### src/rtl/jzjpcc_ct_redirect_pkg.sv
// jzjpcc_ct_redirect_pkg: shared types and branch condition codes for the execute-stage CT resolver.
package jzjpcc_ct_redirect_pkg;
  typedef enum logic [1:0] {CT_NONE, CT_BRANCH, CT_JAL, CT_JALR} ct_type_t;
  typedef enum logic {IDLE, PENDING} redirect_state_t;
  localparam logic [2:0] FUNCT3_BEQ  = 3'b000;
  localparam logic [2:0] FUNCT3_BNE  = 3'b001;
  localparam logic [2:0] FUNCT3_BLT  = 3'b100;
  localparam logic [2:0] FUNCT3_BGE  = 3'b101;
  localparam logic [2:0] FUNCT3_BLTU = 3'b110;
  localparam logic [2:0] FUNCT3_BGEU = 3'b111;
endpackage

### src/rtl/jzjpcc_ct_redirect_if.sv
// jzjpcc_ct_redirect_if: execute-stage operands in, PC redirect/squash/link signals out.
interface jzjpcc_ct_redirect_if #(parameter int PC_MAX_B = 15);
  import jzjpcc_ct_redirect_pkg::*;
  ct_type_t            ctType_execute;
  logic [2:0]          funct3_execute;
  logic                stall_execute;
  logic                stall_fetch;
  logic [PC_MAX_B:2]   pc_execute;
  logic [31:0]         rs1_execute;
  logic [31:0]         rs2_execute;
  logic [31:0]         imm_execute;
  logic                pcCTWriteEnable;
  logic [PC_MAX_B:2]   controlTransferNewPC;
  logic                flush_fetchDecode;
  logic [31:0]         linkValue_execute;
  logic                misalignedCT_execute;
  modport master (
    output ctType_execute, funct3_execute, stall_execute, stall_fetch,
    output pc_execute, rs1_execute, rs2_execute, imm_execute,
    input  pcCTWriteEnable, controlTransferNewPC, flush_fetchDecode,
    input  linkValue_execute, misalignedCT_execute
  );
  modport slave (
    input  ctType_execute, funct3_execute, stall_execute, stall_fetch,
    input  pc_execute, rs1_execute, rs2_execute, imm_execute,
    output pcCTWriteEnable, controlTransferNewPC, flush_fetchDecode,
    output linkValue_execute, misalignedCT_execute
  );
endinterface

### src/rtl/jzjpcc_ct_redirect_branch_compare.sv
// jzjpcc_branch_compare: combinational branch condition evaluation; unused funct3 codes never take.
module jzjpcc_branch_compare
  import jzjpcc_ct_redirect_pkg::*;
(
  input  logic [31:0] rs1,
  input  logic [31:0] rs2,
  input  logic [2:0]  funct3,
  output logic        taken
);
  logic eq, lt, ltu;
  always_comb begin
    eq  = rs1 == rs2;
    lt  = $signed(rs1) < $signed(rs2);
    ltu = rs1 < rs2;
    taken = funct3 == FUNCT3_BEQ  ? eq   :
            funct3 == FUNCT3_BNE  ? !eq  :
            funct3 == FUNCT3_BLT  ? lt   :
            funct3 == FUNCT3_BGE  ? !lt  :
            funct3 == FUNCT3_BLTU ? ltu  :
            funct3 == FUNCT3_BGEU ? !ltu : 1'b0;
  end
endmodule

### src/rtl/jzjpcc_ct_redirect.sv
// jzjpcc_ct_redirect: resolves JAL/JALR/branches in execute and drives the fetch PC redirect,
// holding the redirect while fetch is stalled.
module jzjpcc_ct_redirect
  import jzjpcc_ct_redirect_pkg::*;
#(
  parameter int PC_MAX_B = 15
) (
  input logic                 clock,
  input logic                 reset,
  jzjpcc_ct_redirect_if.slave ct
);
  redirect_state_t   state, state_next;
  logic [PC_MAX_B:2] pending_target;
  logic [PC_MAX_B:1] target;
  logic              cond, taken, res, issue;
  jzjpcc_branch_compare u_cmp (
    .rs1    (ct.rs1_execute),
    .rs2    (ct.rs2_execute),
    .funct3 (ct.funct3_execute),
    .taken  (cond)
  );
  // Only bits [PC_MAX_B:1] of the 32-bit target matter: the rest wrap away, bit 0 is JALR-cleared.
  always_comb begin
    target = ct.ctType_execute == CT_JALR ?
             PC_MAX_B'((ct.rs1_execute + ct.imm_execute) >> 1) :
             PC_MAX_B'((32'({ct.pc_execute, 2'b00}) + ct.imm_execute) >> 1);
    taken  = ct.ctType_execute == CT_BRANCH ? cond : ct.ctType_execute != CT_NONE;
    res    = ct.ctType_execute != CT_NONE && !ct.stall_execute && state == IDLE;
    issue  = res && taken && !target[1];
  end
  always_ff @(posedge clock or posedge reset) begin
    if (reset) begin
      state          <= IDLE;
      pending_target <= '0;
    end else begin
      state <= state_next;
      if (state == IDLE && issue && ct.stall_fetch) pending_target <= target[PC_MAX_B:2];
    end
  end
  always_comb begin
    state_next = state == PENDING ? (ct.stall_fetch ? PENDING : IDLE) :
                 (issue && ct.stall_fetch ? PENDING : IDLE);
  end
  always_comb begin
    ct.pcCTWriteEnable      = state == PENDING || issue;
    ct.flush_fetchDecode    = state == PENDING || issue;
    ct.controlTransferNewPC = state == PENDING ? pending_target :
                              issue ? target[PC_MAX_B:2] : '0;
    ct.misalignedCT_execute = res && taken && target[1];
    ct.linkValue_execute    = 32'({ct.pc_execute, 2'b00}) + 32'd4;
  end
endmodule

### src/flat_wrapper.sv
// flat-port wrapper written by rule: the top's interface ports become plain ports
module jzjpcc_ct_redirect_flat import jzjpcc_ct_redirect_pkg::*;
#(
  parameter int PC_MAX_B = 15
)
  (clock, reset, ct_ctType_execute, ct_funct3_execute, ct_stall_execute, ct_stall_fetch, ct_pc_execute, ct_rs1_execute, ct_rs2_execute, ct_imm_execute, ct_pcCTWriteEnable, ct_controlTransferNewPC, ct_flush_fetchDecode, ct_linkValue_execute, ct_misalignedCT_execute);
  jzjpcc_ct_redirect_if #(.PC_MAX_B(PC_MAX_B)) ct_i ();
  input logic clock;
  input logic reset;
  input wire logic [$bits(ct_i.ctType_execute)-1:0] ct_ctType_execute;
  input wire logic [$bits(ct_i.funct3_execute)-1:0] ct_funct3_execute;
  input wire logic [$bits(ct_i.stall_execute)-1:0] ct_stall_execute;
  input wire logic [$bits(ct_i.stall_fetch)-1:0] ct_stall_fetch;
  input wire logic [$bits(ct_i.pc_execute)-1:0] ct_pc_execute;
  input wire logic [$bits(ct_i.rs1_execute)-1:0] ct_rs1_execute;
  input wire logic [$bits(ct_i.rs2_execute)-1:0] ct_rs2_execute;
  input wire logic [$bits(ct_i.imm_execute)-1:0] ct_imm_execute;
  output wire logic [$bits(ct_i.pcCTWriteEnable)-1:0] ct_pcCTWriteEnable;
  output wire logic [$bits(ct_i.controlTransferNewPC)-1:0] ct_controlTransferNewPC;
  output wire logic [$bits(ct_i.flush_fetchDecode)-1:0] ct_flush_fetchDecode;
  output wire logic [$bits(ct_i.linkValue_execute)-1:0] ct_linkValue_execute;
  output wire logic [$bits(ct_i.misalignedCT_execute)-1:0] ct_misalignedCT_execute;
  assign ct_i.ctType_execute = ct_ctType_execute;
  assign ct_i.funct3_execute = ct_funct3_execute;
  assign ct_i.stall_execute = ct_stall_execute;
  assign ct_i.stall_fetch = ct_stall_fetch;
  assign ct_i.pc_execute = ct_pc_execute;
  assign ct_i.rs1_execute = ct_rs1_execute;
  assign ct_i.rs2_execute = ct_rs2_execute;
  assign ct_i.imm_execute = ct_imm_execute;
  assign ct_pcCTWriteEnable = ct_i.pcCTWriteEnable;
  assign ct_controlTransferNewPC = ct_i.controlTransferNewPC;
  assign ct_flush_fetchDecode = ct_i.flush_fetchDecode;
  assign ct_linkValue_execute = ct_i.linkValue_execute;
  assign ct_misalignedCT_execute = ct_i.misalignedCT_execute;
  jzjpcc_ct_redirect #(.PC_MAX_B(PC_MAX_B)) u_core (.clock(clock), .reset(reset), .ct(ct_i));
endmodule
### config.mk
export PLATFORM = sky130hd
export DESIGN_NAME = jzjpcc_ct_redirect_flat
export DESIGN_NICKNAME = d
export VERILOG_FILES = /design/src/rtl/jzjpcc_ct_redirect_pkg.sv /design/src/rtl/jzjpcc_ct_redirect_if.sv /design/src/rtl/jzjpcc_ct_redirect_branch_compare.sv /design/src/rtl/jzjpcc_ct_redirect.sv /design/src/flat_wrapper.sv
export SDC_FILE = /design/constraint.sdc
export NUM_CORES = 1
export LEC_CHECK = 0
export CORE_ASPECT_RATIO = 0.5
export CORE_MARGIN = 10
export CORE_UTILIZATION = 40
export DETAILED_ROUTE_END_ITERATION = 10
export DONT_BUFFER_PORTS = 1
export SYNTH_ARGS = -nofsm -noshare
export SYNTH_HDL_FRONTEND = slang
export SYNTH_SLANG_ARGS = --single-unit
### constraint.sdc
create_clock -name clock -period 5.64 [get_ports clock]
set_clock_uncertainty 0.15 [all_clocks]
set_input_delay 0.564 -clock clock [delete_from_list [all_inputs] [get_ports clock]]
set_output_delay 0.564 -clock clock [all_outputs]
set_load 0.05 [all_outputs]
# Word level (Yosys, flattened, before mapping)

Index checks and enable logic that the tools add are counted.

Word-level logic and storage cells: 45
Output and inout port bits: 49
Input bits: 119
Flip-flop bits (word level): 15

Add/sub/neg operators: 3
Mux-type cells: 13
Reductions and logical operators: 16
Bitwise operators: 1
Order comparisons: 2
Equal/unequal tests: 8

Operator list:

| operator                | number |
|---|---|
| $lt A32 B32 Y1          | 2 |
| $add A16 B16 Y16        | 2 |
| $eq A32 B32 Y1          | 1 |
| $mux W14                | 2 |
| $add A16 B3 Y17 const B | 1 |
| $mux W15                | 1 |
| $eq A3 B3 Y1 const B    | 4 |
| $mux W1                 | 10 |
| $logic_and A1 B1 Y1     | 8 |
| $logic_not A1 Y1        | 5 |
| $eq A3 B1 Y1 const B    | 1 |
| $logic_not A3 Y1        | 1 |
| $eq A2 B1 Y1 const B    | 1 |
| $eq A2 B2 Y1 const B    | 1 |
| $reduce_bool A2 Y1      | 1 |
| $logic_or A1 B1 Y1      | 1 |
| $not A1 Y1              | 1 |

# Depth between registers and ports, before layout

Depth after elaboration: 14
Depth in mapped cells: 13
Depth with buffers taken out: 12

# Hierarchy

Synthesis repeated with hierarchy kept, for this count alone.

Cells, all modules: 504
Area, all modules: 3719.8 sq um

Modules (own cells, without submodules):

| module                | seq. area each (sq um) | instances | area each (sq um) | cells an instance |
|---|---|---|---|---|
| jzjpcc_ct_redirect    | 375.4                  | 1         | 2854.0            | 384 |
| jzjpcc_branch_compare | 0.0                    | 1         | 865.8             | 120 |

# Worst setup path after synthesis

OpenSTA, ideal clock, no wires.

Path type: input port to output port
Start point: in ct_rs2_execute[1]
End point: out ct_controlTransferNewPC[0]
Slack: 1.501 ns
Arrival time: 3.425 ns
Path buffers: 1
Stages on the path: 12
Data required time: 4.926 ns
Path through: inv_1 -> ha_1 -> nor2b_1 -> o21a_1 -> o21ai_0 -> a211oi_1 -> o31ai_1 -> a21oi_1 -> o31ai_1 -> buf_4 -> nand2_1 -> o21ai_0

Cells in the longest elaborated chain, start to end: 13
Elaborated cells between the ends (all ways): 17
Classes of those cells: order compare: 2; eq/ne: 1; mux: 9; reduce/logical: 5

RTL lines:

| what                                 | line                                    | source |
|---|---|---|
| start: declaration                   | flat_wrapper.sv:16                      | `input wire logic [$bits(ct_i.rs2_execute)-1:0] ct_rs2_execute;` |
| $lt A32 B32 Y1                       | jzjpcc_ct_redirect_branch_compare.sv:14 | `ltu = rs1 < rs2;` |
| $logic_not A1 Y1                     | jzjpcc_ct_redirect_branch_compare.sv:20 | `funct3 == FUNCT3_BGEU ? !ltu : 1'b0;` |
| $mux W1                              | jzjpcc_ct_redirect_branch_compare.sv:20 |  |
| $mux W1                              | jzjpcc_ct_redirect_branch_compare.sv:19 | `funct3 == FUNCT3_BLTU ? ltu :` |
| $mux W1                              | jzjpcc_ct_redirect_branch_compare.sv:18 | `funct3 == FUNCT3_BGE ? !lt :` |
| $mux W1                              | jzjpcc_ct_redirect_branch_compare.sv:17 | `funct3 == FUNCT3_BLT ? lt :` |
| $mux W1                              | jzjpcc_ct_redirect_branch_compare.sv:16 | `funct3 == FUNCT3_BNE ? !eq :` |
| $mux W1 (*)                          | jzjpcc_ct_redirect_branch_compare.sv:15 | `taken = funct3 == FUNCT3_BEQ ? eq :` |
| $mux W1 (*)                          | jzjpcc_ct_redirect.sv:27                | `taken = ct.ctType_execute == CT_BRANCH ? cond : ct.ctType_execute != CT_NONE;` |
| $logic_and A1 B1 Y1 (*) (2 in a row) | jzjpcc_ct_redirect.sv:29                | `issue = res && taken && !target[1];` |
| $mux W14 (*)                         | jzjpcc_ct_redirect.sv:48                | `issue ? target[PC_MAX_B:2] : '0;` |
| $mux W14 (*)                         | jzjpcc_ct_redirect.sv:47                | `ct.controlTransferNewPC = state == PENDING ? pending_target :` |
| end: declaration                     | flat_wrapper.sv:19                      | `output wire logic [$bits(ct_i.controlTransferNewPC)-1:0] ct_controlTransferNewPC;` |

Every way passes the cells marked *; elsewhere a longest branch is shown, timed or not.

# Worst setup path in the final report

Start point: in ct_rs2_execute[27]
End point: out ct_controlTransferNewPC[13]

The elaborated chain is that of the path after synthesis.

==> impl_metrics.py <==
metrics = {
    "cells_and_area": {
        "n_antenna_cell": 0,
        "nFillCells": 822,
        "finalNonFillerCells": 555,
        "area_delta_synth_final_pct": 5.45,
        "final_util_pct": 43.7,
        "drive_gt1_share_pct": 5.64,
        "layout.nets": 625,
    },
    "clock_tree": {
        "post_cts.resized_instances": 0,
        "cts_root_buf": "clkbuf_16",
        "clkTransAtPathRegs_ns": 0.05,
        "htreeDepth": 1,
        "clk_latency_ns": 0.24,
        "post-cts-setup-buffer-count": 0,
        "cts.sinks": 15,
        "clk_path_buf_depth": 2,
        "cts_tree": "yes",
        "holdBufCountCts": 0,
        "numCtsBuffers": 3,
    },
    "sta": {
        "tns_ns": 0,
        "fmax_ghz": 0.233,
        "slew_headroom_pct": 23.1,
        "worst_slack_ns": 1.34,
        "fin_crit_ns": 4.30,
        "finalSetupViolations": 0,
        "hold_violations": 0,
        "slew_violations": 0,
        "fin_crit_sh_pct": 76.2,
        "worst_pin_slew_ns": 1.15,
        "rsz0062_at_grt": "no",
    },
    "critical_path": {
        "worst-setup-path-type": "primary input to output port",
        "reg2regPathDepth": 4,
        "r2r_start": "u_core.state$_DFF_PP0_",
        "r2r-end": "u_core.pending_target[12]$_DFFE_PP0P_",
        "start_kind": "primary input",
        "worstPathArrival_ns": 3.59,
        "required_ns": 4.93,
        "crit_fanout": 15,
        "ff2ff_setup_slack_ns": 3.43,
        "endpoint_kind": "output port",
    },
    "route": {
        "antenna_left": 0,
        "routedWlPerCell_um": 17.7,
        "drt_first_pass_iters": 4,
        "wirelength_um": 9830,
        "dr.first_iter.drc_count": 105,
        "num_vias": 3043,
        "drcViolationCount": 0,
        "viasPerCell": 5.48,
    },
    "placement": {
        "io_buffers": 0,
        "dp.cells": 551,
        "place_hpwl_um": 8690,
        "place.gp.congestion": 0.818,
        "pre_cts_slack_ns": 1.36,
    },
    "synthesis": {
        "netlist_area_mm2": 0.00335,
        "yosysTopAreaCellShare_pct": 22.4,
        "seq_area_frac_synth_pct": 11.2,
        "async_flop_share_pct": 100,
        "yosys.area.top_type": "ha_1",
        "synth_ff_type": "dfrtp_1",
        "yosys_warnings": 0,
        "syn_inst": 440,
        "synth_edf_count": 0,
        "synth-seq-cells": 15,
        "yosys-top-cells-area": "ha_1 22%, dfrtp_1 11%, inv_1 5.1%",
        "syn_area_per_cell_um2": 7.62,
        "ys_types": 52,
    },
    "global_routing": {
        "grt_max_degree": 20,
        "grt_pass1_vias": 3048,
        "grt_pass1_wl_um": 15400,
        "overflow": 0,
        "antenna_found_initial": 0,
        "grt_usage_pct": 14.6,
    },
    "die": {
        "die_w_um": 150,
        "ios": 168,
        "initial_core_util_pct": 41.5,
        "core_mm2": 0.00809,
        "die_area_mm2": 0.0127,
        "die_y_um": 84.8,
        "row_count": 23,
    },
    "power_and_ir_drop": {
        "powerDensity_mw_per_mm2": 206,
        "p_leak_nw": 1.73,
        "finalPower_uw": 730,
        "peakVddDrop_mv": 0.174,
    },
    "hold_path": {
        "hp-class": "primary input to async pin",
    },
    "run": {
        "maxCapViolations": 0,
    },
    "outcome": {
        "outcome": "completed",
    },
}
## worst max-delay path by stage
stage	startpoint	end
2_1_floorplan	ct_rs2_execute[1]	ct_controlTransferNewPC[0]
5_1_grt	ct_rs2_execute[27]	ct_controlTransferNewPC[13]
3_5_place_dp	ct_rs2_execute[27]	ct_controlTransferNewPC[13]
4_1_cts	ct_rs2_execute[27]	ct_controlTransferNewPC[13]
6_report	ct_rs2_execute[27]	ct_controlTransferNewPC[13]
3_3_place_gp	ct_rs2_execute[27]	ct_controlTransferNewPC[13]
## registers in the layout, summed over array words and instances (netlist names)
register,flops
u_core.pending_target,14
u_core.state,1
## per-layer routing
layer / GRT usage, % / share of wire (%)
met5: 0 / 0
met3: 4.34 / 8.8
met1: 18.6 / 46
met2: 23.4 / 44
met4: 3.99 / 1.4
## cells in the mapped netlist (2+ instances only)
| cell | count |
|---|---|
| ha_1 | 60 |
| and2_1 | 4 |
| nand2b_1 | 6 |
| a211oi_1 | 9 |
| mux2i_1 | 2 |
| nand2_1 | 31 |
| o31ai_1 | 3 |
| o21ai_0 | 23 |
| nand4_1 | 7 |
| buf_2 | 2 |
| xnor2_1 | 16 |
| dfrtp_1 | 15 |
| buf_4 | 19 |
| a31oi_1 | 16 |
| xor2_1 | 13 |
| nor3b_1 | 2 |
| o221ai_1 | 2 |
| inv_1 | 46 |
| nor2_1 | 21 |
| o21a_1 | 7 |
| a21boi_0 | 3 |
| nor2b_1 | 9 |
| nor4_1 | 2 |
| mux2_2 | 7 |
| o21bai_1 | 2 |
| a21oi_1 | 33 |
| fa_1 | 2 |
| nand3_1 | 15 |
| clkbuf_1 | 6 |
| a21o_1 | 11 |
| nor3_1 | 7 |
| or3_1 | 2 |
| a41oi_2 | 2 |
| a22o_1 | 8 |
| and3_1 | 10 |
## final cells by class
cell class | count | area [µm²] | area share, %
multi-input combinational | 367 | 2690 | 76.0
inverter | 46 | 173 | 4.88
timing repair buffer | 11 | 82.6 | 2.33
clock buffer | 4 | 78.8 | 2.23
sequential | 15 | 375 | 10.6
tap | 112 | 140 | 3.96
## per-stage QoR
| stage | hold slack [ns] | area, µm² |
|---|---|---|
| after floorplan | 0.315 | 3410 |
| after global placement | 0.338 | 3460 |
| after detailed placement | 0.344 | 3460 |
| after CTS | 0.127 | 3540 |
| after global routing | 0.158 | 3540 |
| final | 0.110 | 3540 |
## worst max-delay path, stage by stage
cell	delay (ns)
inv_1	0.02
ha_1	0.30
nand4_1	0.09
nor2_1	0.13
nor4b_1	0.45
o31ai_1	0.17
and3_1	0.20
o31ai_1	0.49
and2_1	0.60
a22o_1	0.56
## logic make-up (layout without fill, tap and decap cells)
family | Yosys count | count (layout) | synth area share (%)
AND/OR/NAND/NOR | 119 | 119 | 18.0
flip-flops | 15 | 15 | 11.2
buffers and inverters | 74 | 61 | 10.5
AO/OA/AOI/OAI | 131 | 131 | 26.1
XOR/XNOR | 29 | 29 | 7.57
other | 1 | 17 | 0.112
adder cells (fa/ha/maj) | 62 | 62 | 23.6
multiplexers | 9 | 9 | 2.95
## report_power, final
group          internal, mW  leakage (nW)  total [mW]  switching [mW]
Clock                0.0955        0.0382       0.136          0.0403
Combinational         0.150          1.52       0.426           0.276
Sequential            0.147         0.174       0.169          0.0214
Total                 0.393          1.73       0.730           0.338
## placed cells by master (no fill, tap or decap), drive strengths merged, types with 10 or more instances in the layout
master / synthesis / layout
nand3: 16 / 16
o21ai: 24 / 24
ha: 60 / 60
a31oi: 16 / 16
inv: 46 / 46
and3: 10 / 10
a21o: 11 / 11
nor2: 21 / 21
buf: 22 / 11
xnor2: 16 / 16
conb: 1 / 17
a21oi: 33 / 33
dfrtp: 15 / 15
nand2: 31 / 31
xor2: 13 / 13
No activity file was read; power rests on OpenSTA's default activity.
